<file path="src/rtl/ram_wb_buffer.sv">
`default_nettype none
// ============================================================================
// Module   : ram_wb_buffer
// Brief    : MXU-to-RAM write-back buffer. Queues a programmed burst of rows
//            in a small FIFO and issues one RAM write per row at start +/- n.
// Options  : WB_ZERO_STRB_SKIP_EN - all-zero-strobe rows retire without a write
// Revision : 1.0 - initial release
// ============================================================================
module ram_wb_buffer #(
   parameter int ENT_NUM    = 4,
   parameter int RAM_WIDTH  = 128,
   parameter int RAM_AWIDTH = 8
) (
   input  logic                    clk,
   input  logic                    rst,
   input  logic                    ctrl_wb_vld,
   input  logic [RAM_AWIDTH-1:0]   ctrl_wb_start_addr,
   input  logic [3:0]              ctrl_wb_ent_num,
   input  logic                    ctrl_wb_dir,
   input  logic                    mxu_wb_vld,
   input  logic [RAM_WIDTH/8-1:0]  mxu_wb_strb,
   input  logic [RAM_WIDTH-1:0]    mxu_wb_data,
   output logic                    mxu_wb_rdy,
   output logic                    ram_write_vld,
   output logic [RAM_AWIDTH-1:0]   ram_write_addr,
   output logic [RAM_WIDTH/8-1:0]  ram_write_strb,
   output logic [RAM_WIDTH-1:0]    ram_write_data,
   input  logic                    ram_write_rdy,
   output logic                    wb_busy,
   output logic                    wb_done
);

   localparam int STRB_W = RAM_WIDTH / 8;
   localparam int PTR_W  = $clog2(ENT_NUM);
   localparam logic [RAM_AWIDTH-1:0] ADDR_ONE = RAM_AWIDTH'(1);

   typedef enum logic [1:0] {
      S_IDLE  = 2'd0,
      S_RECV  = 2'd1,
      S_DRAIN = 2'd2,
      S_DONE  = 2'd3
   } state_t;

   state_t                 r_state;
   logic [PTR_W:0]         r_wptr;
   logic [PTR_W:0]         r_rptr;
   logic [RAM_WIDTH-1:0]   r_data [ENT_NUM];
   logic [STRB_W-1:0]      r_strb [ENT_NUM];
   logic [RAM_AWIDTH-1:0]  r_start_addr;
   logic [RAM_AWIDTH-1:0]  r_offset;
   logic [3:0]             r_ent_num;
   logic [3:0]             r_cnt;
   logic                   r_dir;

   logic                   w_full;
   logic                   w_empty;
   logic                   w_active;
   logic                   w_push;
   logic                   w_pop;
   logic                   w_skip;
   logic                   w_wr_vld;
   logic                   w_last_accept;
   logic [PTR_W:0]         w_wptr_nxt;
   logic [PTR_W:0]         w_rptr_nxt;
   logic                   w_empty_nxt;
   logic [STRB_W-1:0]      w_head_strb;

   // Pointers carry one wrap bit so full and empty are distinguishable.
   assign w_full   = (r_wptr[PTR_W] != r_rptr[PTR_W]) &&
                     (r_wptr[PTR_W-1:0] == r_rptr[PTR_W-1:0]);
   assign w_empty  = (r_wptr == r_rptr);
   assign w_active = (r_state == S_RECV) || (r_state == S_DRAIN);

   assign w_head_strb = r_strb[r_rptr[PTR_W-1:0]];

`ifdef WB_ZERO_STRB_SKIP_EN
   assign w_skip   = ~w_empty & w_active & (w_head_strb == '0);
   assign w_wr_vld = ~w_empty & w_active & (w_head_strb != '0);
`else
   assign w_skip   = 1'b0;
   assign w_wr_vld = ~w_empty & w_active;
`endif

   assign mxu_wb_rdy    = (r_state == S_RECV) & ~w_full;
   assign w_push        = mxu_wb_vld & mxu_wb_rdy;
   assign w_pop         = (w_wr_vld & ram_write_rdy) | w_skip;
   assign w_last_accept = w_push & (r_cnt == r_ent_num);

   assign w_wptr_nxt  = r_wptr + (PTR_W+1)'(w_push);
   assign w_rptr_nxt  = r_rptr + (PTR_W+1)'(w_pop);
   assign w_empty_nxt = (w_wptr_nxt == w_rptr_nxt);

   assign ram_write_vld  = w_wr_vld;
   assign ram_write_addr = r_start_addr + r_offset;
   assign ram_write_strb = w_head_strb;
   assign ram_write_data = r_data[r_rptr[PTR_W-1:0]];
   assign wb_busy        = (r_state != S_IDLE);
   assign wb_done        = (r_state == S_DONE);

   always_ff @(posedge clk or posedge rst) begin
      if (rst) begin
         r_state      <= S_IDLE;
         r_wptr       <= '0;
         r_rptr       <= '0;
         r_start_addr <= '0;
         r_offset     <= '0;
         r_ent_num    <= '0;
         r_cnt        <= '0;
         r_dir        <= 1'b0;
         for (int i = 0; i < ENT_NUM; i++) begin
            r_data[i] <= '0;
            r_strb[i] <= '0;
         end
      end else begin
         if (w_push) begin
            r_data[r_wptr[PTR_W-1:0]] <= mxu_wb_data;
            r_strb[r_wptr[PTR_W-1:0]] <= mxu_wb_strb;
            r_cnt                     <= r_cnt + 4'd1;
         end
         r_wptr <= w_wptr_nxt;
         r_rptr <= w_rptr_nxt;
         if (w_pop) begin
            r_offset <= r_dir ? (r_offset - ADDR_ONE) : (r_offset + ADDR_ONE);
         end

         case (r_state)
            S_IDLE: begin
               // Start of burst overrides everything; push/pop are idle here.
               if (ctrl_wb_vld) begin
                  r_start_addr <= ctrl_wb_start_addr;
                  r_ent_num    <= ctrl_wb_ent_num;
                  r_dir        <= ctrl_wb_dir;
                  r_cnt        <= '0;
                  r_offset     <= '0;
                  r_wptr       <= '0;
                  r_rptr       <= '0;
                  r_state      <= S_RECV;
               end
            end
            S_RECV: begin
               if (w_last_accept) begin
                  r_state <= w_empty_nxt ? S_DONE : S_DRAIN;
               end
            end
            S_DRAIN: begin
               if (w_pop && w_empty_nxt) begin
                  r_state <= S_DONE;
               end
            end
            S_DONE: begin
               r_state <= S_IDLE;
            end
            default: begin
               r_state <= S_IDLE;
            end
         endcase
      end
   end

endmodule
`default_nettype wire

</file>
<file path="config.mk">
export PLATFORM = sky130hd
export DESIGN_NAME = ram_wb_buffer
export DESIGN_NICKNAME = d
export VERILOG_FILES = /design/src/rtl/ram_wb_buffer.sv
export SDC_FILE = /design/constraint.sdc
export NUM_CORES = 1
export LEC_CHECK = 0
export ABC_AREA = 1
export BUFFER_PORTS_ARGS = -buffer_cell sky130_fd_sc_hd__buf_2
export CAP_MARGIN = 20
export CORE_MARGIN = 4
export CORE_UTILIZATION = 59
export DETAILED_ROUTE_END_ITERATION = 6
export GPL_TIMING_DRIVEN = 0
export PLACE_DENSITY = 0.92
export SKIP_CTS_REPAIR_TIMING = 1
export SYNTH_ARGS = -nofsm -noshare
export SYNTH_HDL_FRONTEND = slang
export SYNTH_SLANG_ARGS = --single-unit
</file>
<file path="constraint.sdc">
create_clock -name clk -period 26.9 [get_ports clk]
set_clock_uncertainty 0.2 [all_clocks]
set_input_delay 6.725 -clock clk [delete_from_list [all_inputs] [get_ports clk]]
set_output_delay 6.725 -clock clk [all_outputs]
set_load 0.05 [all_outputs]
</file>
Word-level counts from Yosys, hierarchy flattened
Index checks and enable logic that the tools add are counted.
{"block": "classes", "add_sub_neg": 6, "n_mul": 0, "div_mod_pow": 0, "n_lt_le_gt_ge": 3, "n_eq_ne": 11, "shifts": 0, "muxes": 28, "n_bitwise": 9, "n_reduce_logical": 8}
{"cell": "$bwmux 512", "count": 1}
{"cell": "$mux 128", "count": 3}
{"cell": "$bmux 128 s2", "count": 1}
{"cell": "$demux 128 s2", "count": 1}
{"cell": "$bwmux 64", "count": 1}
{"cell": "$mux 16", "count": 3}
{"cell": "$bmux 16 s2", "count": 1}
{"cell": "$demux 16 s2", "count": 1}
{"cell": "$mux 8", "count": 4}
{"cell": "$mux 3", "count": 4}
{"cell": "$mux 4", "count": 3}
{"cell": "$add 8x1->8 const B", "count": 1}
{"cell": "$add 8x8->8", "count": 1}
{"cell": "$pmux 2 s4", "count": 1}
{"cell": "$sub 8x1->8 const B", "count": 1}
{"cell": "$add 3x1->3", "count": 2}
{"cell": "$eq 3x3->1", "count": 2}
{"cell": "$ge 3x3->1 const B", "count": 2}
{"cell": "$mux 2", "count": 3}
{"cell": "$not 2->3", "count": 2}
{"cell": "$and 1x1->1", "count": 5}
{"cell": "$add 4x1->4 const B", "count": 1}
{"cell": "$eq 2x2->1 const B", "count": 2}
{"cell": "$eq 4x4->1", "count": 1}
{"cell": "14 further kinds", "count": 18}
{"block": "totals", "regBits": 609, "latch_bits": 0, "mem_bits_rw": 0, "rom_bits": 0, "output_inout_bits": 156, "wordCells": 81, "mem_count": 0}

Logic depth before layout (Yosys ltp)
Gate-level depths: netlist of the first run.
{"block": "logic_depth", "ltp_word": 10, "ltp_mapped": 18, "ltp_nobuf": 18}

Worst setup path after synthesis of the first run
Ideal clock, no wire load.
{"block": "synth_path", "path_type": "reg2out", "start": "register r_offset[0]", "end": "output ram_write_addr[6]", "arrival_ns": 2.289, "slack_ns": 17.686, "stages_incl_launch_ff": 9, "path_buffers": 0, "cell_sequence": "dfrtp_1 -> ha_1 -> inv_1 -> fa_1 -> o21ai_0 -> a21oi_1 -> nor2_1 -> nor2_1 -> xnor2_1"}
{"block": "synth_via", "elab_chain_cells": 1}
{"item": "start: declaration", "line": "50", "text": "logic [RAM_AWIDTH-1:0] r_offset;"}
{"item": "start signal: assignment", "line": "123", "text": "r_offset <= r_dir ? (r_offset - ADDR_ONE) : (r_offset + ADDR_ONE);"}
{"item": "$add 8x8->8", "line": "94", "text": "assign ram_write_addr = r_start_addr + r_offset;"}
{"item": "end: declaration", "line": "25", "text": "output logic [RAM_AWIDTH-1:0] ram_write_addr,"}
No other way between the ends.

Final worst setup path of the first run
{"block": "layout_path", "start": "register r_rptr[0]", "end": "output ram_write_strb[6]"}
{"block": "layout_via", "elab_chain_cells": 4}
{"item": "start: declaration", "line": "46", "text": "logic [PTR_W:0] r_rptr;"}
{"item": "start signal: assignment", "line": "121", "text": "r_rptr <= w_rptr_nxt;"}
{"item": "$not 2->3 (not written as such)", "line": "74", "text": "assign w_head_strb = r_strb[r_rptr[PTR_W-1:0]];"}
{"item": "$bmux 16 s2", "line": "74"}
{"item": "$mux 16 (not written as such) (2 in a row)", "line": "74"}
{"item": "end: declaration", "line": "26", "text": "output logic [RAM_WIDTH/8-1:0] ram_write_strb,"}
No other way between the ends. The select of a mux whose other input is x is not followed.

==> results of run 1 <==
-- logic make-up after synthesis --
logic type	Yosys count	synth area share, %
flops	609	54.96
xor+xnor	17	0.5370
buf+inv	404	7.951
simple gates	995	13.87
fa+ha+maj	25	1.182
compound gates	1045	21.50
-- cell usage after synthesis --
cell and count:
sky130_fd_sc_hd__buf_1 6, sky130_fd_sc_hd__inv_6 1, sky130_fd_sc_hd__a21boi_0 1, sky130_fd_sc_hd__o21ai_0 525
sky130_fd_sc_hd__o22ai_1 144, sky130_fd_sc_hd__nand3_1 8, sky130_fd_sc_hd__ha_1 23, sky130_fd_sc_hd__nor2_1 310
sky130_fd_sc_hd__a21o_1 2, sky130_fd_sc_hd__nor3_1 1, sky130_fd_sc_hd__clkbuf_1 115, sky130_fd_sc_hd__a211oi_1 1
sky130_fd_sc_hd__or2_2 3, sky130_fd_sc_hd__o21bai_1 2, sky130_fd_sc_hd__nand3_2 1, sky130_fd_sc_hd__nand4_1 5
sky130_fd_sc_hd__nand3b_1 1, sky130_fd_sc_hd__o21ai_2 142, sky130_fd_sc_hd__buf_6 89, sky130_fd_sc_hd__inv_1 177
sky130_fd_sc_hd__xnor2_1 8, sky130_fd_sc_hd__nand3_4 5, sky130_fd_sc_hd__buf_2 12, sky130_fd_sc_hd__a31oi_1 2
sky130_fd_sc_hd__fa_1 2, sky130_fd_sc_hd__inv_2 2, sky130_fd_sc_hd__nand2_1 661, sky130_fd_sc_hd__a21oi_1 14
sky130_fd_sc_hd__o21ai_1 212, sky130_fd_sc_hd__xor2_1 9, sky130_fd_sc_hd__dfrtp_1 609, sky130_fd_sc_hd__clkinv_1 2
-- placed cells by master, fill, tap and decap left out, types with 3 or more instances in the layout --
master	n
sky130_fd_sc_hd__buf_2	329
sky130_fd_sc_hd__buf_16	5
sky130_fd_sc_hd__o21ai_1	212
sky130_fd_sc_hd__nand3_4	5
sky130_fd_sc_hd__nand2_1	661
sky130_fd_sc_hd__clkbuf_16	61
sky130_fd_sc_hd__o21ai_2	142
sky130_fd_sc_hd__buf_6	89
sky130_fd_sc_hd__inv_6	3
sky130_fd_sc_hd__a21oi_1	14
sky130_fd_sc_hd__clkbuf_1	127
sky130_fd_sc_hd__ha_1	23
sky130_fd_sc_hd__buf_1	6
sky130_fd_sc_hd__diode_2	7
sky130_fd_sc_hd__xnor2_1	8
sky130_fd_sc_hd__or2_2	3
sky130_fd_sc_hd__o22ai_1	144
sky130_fd_sc_hd__o21ai_0	525
sky130_fd_sc_hd__dfrtp_1	609
sky130_fd_sc_hd__xor2_1	9
sky130_fd_sc_hd__inv_1	176
sky130_fd_sc_hd__clkinv_2	7
sky130_fd_sc_hd__nor2_1	310
sky130_fd_sc_hd__bufinv_16	5
sky130_fd_sc_hd__nand3_1	8
sky130_fd_sc_hd__clkbuf_8	14
sky130_fd_sc_hd__nand4_1	5
-- area by class of cell --
cell class | count | area [um2] | share of cell area (%)
diodes | 7 | 17.52 | 0.05437
plain buffers | 222 | 1516 | 4.707
clock buffers | 87 | 1764 | 5.476
clock inverters | 16 | 219.0 | 0.6796
inverters | 182 | 695.7 | 2.159
multi-input cells | 2082 | 10280 | 31.91
flip-flops and latches | 609 | 15240 | 47.30
well taps | 607 | 759.5 | 2.357
repair buffers | 322 | 1724 | 5.351
-- per-stage QoR --
stage | utilization (%) | hold slack, ns | setup TNS [ns]
final | 69.35 | 0.2745 | 0
after global routing | 69.35 | 0.2906 | 0
after CTS | 69.31 | 0.2771 | 0
after detailed placement | 65.04 | 0.2628 | 0
after global placement | 64.73 | 0.2576 | -1615.87
after floorplan | - | 0.2478 | 0
-- worst paths after layout --
| path | startpoint | endpoint | slack [ns] |
|---|---|---|---|
| hold / removal | r_data[175] | r_data[175] | 0.27 |
| max in group asynchronous | rst | r_data[147] | 19.07 |
| setup reg to reg | r_rptr[1] | r_state[1] | 23.22 |
| setup / recovery | r_rptr[0] | ram_write_strb[6] | 15.87 |
| hold reg to reg | r_data[175] | r_data[175] | 0.27 |
| min in group asynchronous | rst | r_data[475] | 5.97 |
-- power groups by stage --
stage	Sequential [mW]	Clock [mW]	Combinational, mW
floorplan	1.45	0	1.65
global placement	1.49	0	2.15
detailed placement	1.50	0	2.21
CTS	1.49	0.857	2.23
global route	1.54	0.897	2.41
finish	1.51	0.855	2.25
-- metal layers --
layer	wire, um	track usage, %
met1	31830	43.49
met2	38920	50.71
met3	8551	6.983
met4	4821	17.00
met5	43	0
-- critical path: cells and delay by family, from the launching register on --
kind | cells | cell delay (ns)
buffers and inverters | 5 | 2.50
AND/OR/NAND/NOR | 1 | 0.08
flip-flops | 1 | 0.43
AO/OA/AOI/OAI | 1 | 0.46
-- state kept, by name, summed over array words and instances, names as in the netlist --
name and count:
r_rptr 3, r_ent_num 4, r_wptr 3, r_dir 1, r_state 2, r_cnt 4
r_strb 64, r_start_addr 8, r_data 512, r_offset 8
==> run summary, run 1 <==
The flow ran to the end, and the final reports show no timing, DRC or antenna violations. The clock tree root driver cell is sky130_fd_sc_hd__clkbuf_16. The final number of max-transition violations is 0, and the area growth from synthesis to final layout is 16.20%. The worst setup margin is 15.87 ns. In this run the power spent charging and discharging nets is 2.221 mW.

In this run the power density over the cells is 143.1 mW/mm2. Setup repair after global routing left no endpoint under its margin. In the routed design, unresolved DRC markers number 0. Sequential elements use 54.96% of the synthesized area. Of the total power, the clock network draws 18.5%. The number of setup violations in the final report came out at 0. The share of synthesized area in the top cell type comes to 54.96%. The detail route stage leaves a number of antenna-violating nets equal to 0. The average wire length per cell after detail routing works out to 20.36 um. Once the floorplan was initialized, standard cells occupied 59.68% of the core. Across the VDD grid, the largest voltage drop is 0.1201 mV.

The worst setup path is launched from a flop. The logs give 0.8743 for the placer congestion estimate and 84,170 um for the sum of routed wire length over all layers. The longest clock path from root to sink contains 3 buffers. The number of cells on the worst reg-to-reg path is 17.

The largest net degree at the start of global routing came out at 121. For this design the static power due to leakage is 15.99 nW. The tools report the H-tree depth reported by CTS as 2. The number of clock buffers added by TritonCTS is 60. At the later pin of the worst-skew pair, clock insertion delay measures 0.61 ns. For this run, the detailed router's first-pass iteration total came to 6.

The logs give 48.8% for the share of power burned in combinational logic and 4,024 for the placed instance count. The data required time of the critical path is 19.98 ns, and the yosys synthesis warning count is 0. The run gives 10 as the number of antenna violations at the first check in global routing. At the pin with the least slew margin, the transition time is 1.127 ns. The fraction of power consumed by sequential logic was 32.7%.

The floorplan step set the die width to 224.8 um. Worst slack at placement: 16.74 ns. The tools report the number of distinct library cell variants in the gate-level netlist after synthesis as 32. The vias per cell came out at 6.003. TritonCTS built the clock tree.

The detailed-placement wirelength estimate is 55,110 um. The number of global-route vias before repair came out at 24,460. The routed design could run at a clock period as short as 11.03 ns.

The maximum operating frequency was 90.68 MHz; the number of port buffers was 317. Summing all non-filler instances in the final layout gives an area of 0.03222 mm2. Of the cells placed in the final design, the portion with a size suffix greater than 1 is 19.01%. Summing all placed instances gives a cell area of 0.03022 mm2.

Type of the tightest min-delay check: flop to flop. Summed over all instances, the cell type with the most area after synthesis is sky130_fd_sc_hd__dfrtp_1. The region available for standard cell placement spans 0.04646 mm2. The final critical path takes up 41.00% of the cycle. The post-synth net total is 3,282, and the switching portion of total power is 48.17%. Power comes to 4.611 mW. The kind of critical path is flop to output pin. Ranked by total cell area, the synthesized netlist is headed by sky130_fd_sc_hd__dfrtp_1, sky130_fd_sc_hd__o21ai_0, sky130_fd_sc_hd__nand2_1. The first global-routing pass estimated 131,400 um of wire.

Data arrives at the worst endpoint at 4.10 ns. The tools report the boundary pin count as 318. The clock-pin slew on the worst setup and hold paths is 0.06 ns. Across all layers, the routed design uses 24,820 vias. In the synthesized netlist, the number of instances is 3,095.

Across every metal layer, demand over resource in global routing totals 32.56%. Cell internal power was estimated by the tool at 2.390 mW. CTS saw 609 sinks. The tools report the number of maximum-capacitance violations as 0. The worst-path cell with the longest stage delay was sky130_fd_sc_hd__clkbuf_1. The worst pin sits at a relative slew slack of 24.85%. The run gives 79 as the number of core rows.

The area enclosed by the die boundary came out at 0.05053 mm2. Most prevalent standard cell on the critical path: sky130_fd_sc_hd__clkbuf_1. Number of fill cells in the layout: 3,527. The height of the die is 224.8 um. Counting instances, the worst hold path has a depth of 2. The run gives 0 as the total global routing overflow. The type of element capturing the critical path was an output pin. The maximum fanout along the worst path is 10.

A synthesized cell averages 8.959 um2. The delay contributed by the slowest stage of the critical path works out to 0.82 ns. The synthesized netlist occupies a cell area of 0.02773 mm2.

For the number of DRC violations after detailed-routing iteration 0, the log shows 2,804. Final number of hold-violating endpoints: 0. In this run, synthesis produced a sequential element count of 609. The run gives 4,134 as the post-route non-filler standard cell count.

The signal on the critical path passes through clkbuf_1, clkinv_1, clkbuf_1, buf_1, nor2_1, o22ai_1, buf_2. In the final design database the tool counted 3,666 nets.
(Power assumes the default switching activity.)
==> inputs of run 2 (changes only) <==
Settings changed: CORE_UTILIZATION 59 to 53, PLACE_DENSITY 0.92 to 0.88.
Clock period 26.9 ns to 9.8 ns, I/O delays scaled along.
==> run summary, run 2 (same netlist as run 1, synthesis figures left out) <==
The average wire length per cell after detail routing was 20.19 um (was 20.36 um). The run finished with clean final reports. The reported leakage power was 16.20 nW (was 15.99 nW).

Largest register by flop count: r_data (unchanged). The final number of hold-violating endpoints is 0 (unchanged). The number of DRC violations after detailed-routing iteration 0 was 2,960 (was 2,804). The worst-case headroom to the max-slew limit was 27.93% (was 24.85%). The share of power burned in combinational logic was 47.9% (was 48.8%); the boundary pin count was 318 (unchanged). TritonCTS built the clock tree. For the sum of routed wire length over all layers, the log shows 85,460 um (was 84,170 um). For the arrival time of data at the critical path endpoint, the log shows 4.07 ns (was 4.10 ns). The fraction of power consumed by sequential logic came out at 32.1% (was 32.7%).

The antenna violation net count after detailed routing came out at 0 (unchanged). The clock tree root driver cell is sky130_fd_sc_hd__clkbuf_16 (unchanged). The largest net degree at the start of global routing is 44 (was 121). The worst voltage drop across the vdd grid is 0.3369 mV (was 0.1201 mV).

For the clock sink count, the log shows 609 (unchanged). Die outline width: 236.7 um (was 224.8 um). For the power consumption, the log shows 12.88 mW (was 4.611 mW). The tools report the initial core utilization as 53.83% (was 59.68%). The internal power is 6.706 mW (was 2.390 mW), and the number of flip-flops under the largest register name is 512 (unchanged). The final layout net count is 3,683 (was 3,666).

Biggest registers after layout: r_data x512, r_strb x64 (unchanged). The maximum fanout along the worst path works out to 10 (unchanged). The logs give 0 (unchanged) for the total global routing overflow and 133,600 um (was 131,400 um) for the global-route wire length before repair. The total DRC errors in the routed layout was 0 (unchanged).

The number of port buffers is 317 (unchanged), and the H-tree depth reported by CTS is 3 (was 2). Type of element capturing the critical path: an output pin (unchanged). The placed cell area is 0.03047 mm2 (was 0.03022 mm2), and the number of maximum-capacitance violations is 0 (unchanged). Based on the critical path, the design can be clocked at up to 148.9 MHz. The placer congestion estimate is 0.8692 (was 0.8743), and the area growth from synthesis to final layout is 18.07% (was 16.20%). The ratio of cells with drive above 1 in the final layout came out at 19.64% (was 19.01%). The tools report the number of antenna violations at the first check in global routing as 6 (was 10). The area of the core is 0.05151 mm2 (was 0.04646 mm2), and the number of global-route vias before repair is 24,260 (was 24,460). The area enclosed by the die boundary was 0.05604 mm2 (was 0.05053 mm2); the switching portion of total power was 47.92% (was 48.17%). The run gives 3 (unchanged) as the deepest clock path buffer count. The vias per cell was 5.846 (was 6.003); the clock-pin slew on the worst setup and hold paths was 0.06 ns (about the same).

Worst-skew pair later-pin latency: 0.60 ns (was 0.61 ns). Setup repair after global routing left no endpoint under its margin. The part of the power in the clock network is 20.1% (was 18.5%), and the portion of the clock cycle consumed by the worst path in the final layout is 68.55%.

Type of the tightest min-delay check: flop to flop (unchanged). The logs give 24,750 (was 24,820) for the detailed-route via count and 29.78% (was 32.56%) for the aggregate global-route resource usage. The height of the die is 236.7 um (was 224.8 um), and the worst-margin pin slew is 1.081 ns (was 1.127 ns).

For the net switching component of the power, the log shows 6.170 mW (was 2.221 mW). The tools report the detailed-placement wirelength estimate as 56,480 um (was 55,110 um). Power density normalized to cell area: 393.3 mW/mm2 (was 143.1 mW/mm2). Final number of max-transition violations: 0 (unchanged). The type of origin of the critical path is a flop (unchanged). For the number of core rows, the log shows 83 (was 79). Most used cells in the layout excluding fill and tap cells: sky130_fd_sc_hd__nand2_1, sky130_fd_sc_hd__dfrtp_1, sky130_fd_sc_hd__o21ai_0 (unchanged). Counting I/O delays and the setup requirement, the final critical path takes 6.718 ns. Kind of critical path: flop to output pin (unchanged).

The number of setup violations in the final report is 0 (unchanged). The tools report the data required time of the critical path as 7.15 ns (was 19.98 ns). The TritonCTS buffer count came out at 67 (was 60). Most frequent standard cell in the layout excluding fill and tap cells: sky130_fd_sc_hd__nand2_1 (unchanged).

The run gives 6 (unchanged) as the number of optimization iterations in the first detailed-route pass. The run gives 0.03274 mm2 (was 0.03222 mm2) as the final standard cell area without fillers.
[run 2: final cells by class]
cell class,instances,area [um2]
clock inverter,29,355.3
tap,680,850.8
timing repair buffer,332,1887
antenna,4,10.01
inverter,182,691.9
fill,4144,18770
clock buffer,93,1904
sequential,609,15240
buffer,222,1516
multi-input combinational,2082,10280
[run 2: worst paths after layout]
| check | startpoint | end | slack, ns | depth (start not counted) |
|---|---|---|---|---|
| max reg2reg | r_rptr[1] | r_state[0] | 6.08 | 17 |
| max | r_rptr[0] | ram_write_strb[14] | 3.08 | 7 |
| min in group asynchronous | rst | r_data[476] | 1.79 | 2 |
| max in group asynchronous | rst | r_data[416] | 5.87 | 7 |
| min | r_data[300] | r_data[300] | 0.28 | 2 |
| min reg2reg | r_data[300] | r_data[300] | 0.28 | 2 |
[run 2: power by group through the flow]
stage	sequential (mW)	combinational (mW)	clock, mW
6_report	4.13	6.16	2.59
5_1_grt	4.23	6.61	2.71
4_1_cts	4.10	6.13	2.60
3_5_place_dp	4.12	6.08	0
3_3_place_gp	4.09	5.93	0
2_1_floorplan	3.99	4.54	0
[run 2: per-layer routing]
| layer | vias up | share of wire (%) | global-route usage [%] | routed length, um |
|---|---|---|---|---|
| met4 | 2 | 5.3 | 14.31 | 4539 |
| met5 | - | 0.023 | 0 | 20 |
| met2 | 1339 | 47 | 46.68 | 39820 |
| met1 | 12020 | 39 | 39.57 | 33600 |
| met3 | 267 | 8.7 | 6.802 | 7473 |
| li1 | 11120 | - | - | - |
[run 2: per-stage QoR]
stage | utilization, % | setup TNS [ns] | std cells | setup WS, ns | hold WS [ns]
global placement | 58.57 | -2597.66 | 4092 | -4.364 | 0.2570
detailed placement | 59.15 | 0 | 4107 | 3.792 | 0.2625
finish | 63.56 | 0 | 4233 | 3.082 | 0.2757
floorplan | - | -705.90 | 3095 | -1.159 | 0.2478
global route | 63.56 | 0 | 4233 | 3.006 | 0.2885
CTS | 63.54 | 0 | 4229 | 3.138 | 0.2767
[run 2: critical path: stages (launching register included)]
cell	delay, ns
sky130_fd_sc_hd__dfrtp_1	0.42
sky130_fd_sc_hd__clkbuf_1	0.42
sky130_fd_sc_hd__clkinv_1	0.40
sky130_fd_sc_hd__clkbuf_1	0.81
sky130_fd_sc_hd__clkbuf_1	0.61
sky130_fd_sc_hd__nor2_1	0.09
sky130_fd_sc_hd__o22ai_1	0.36
sky130_fd_sc_hd__buf_2	0.34
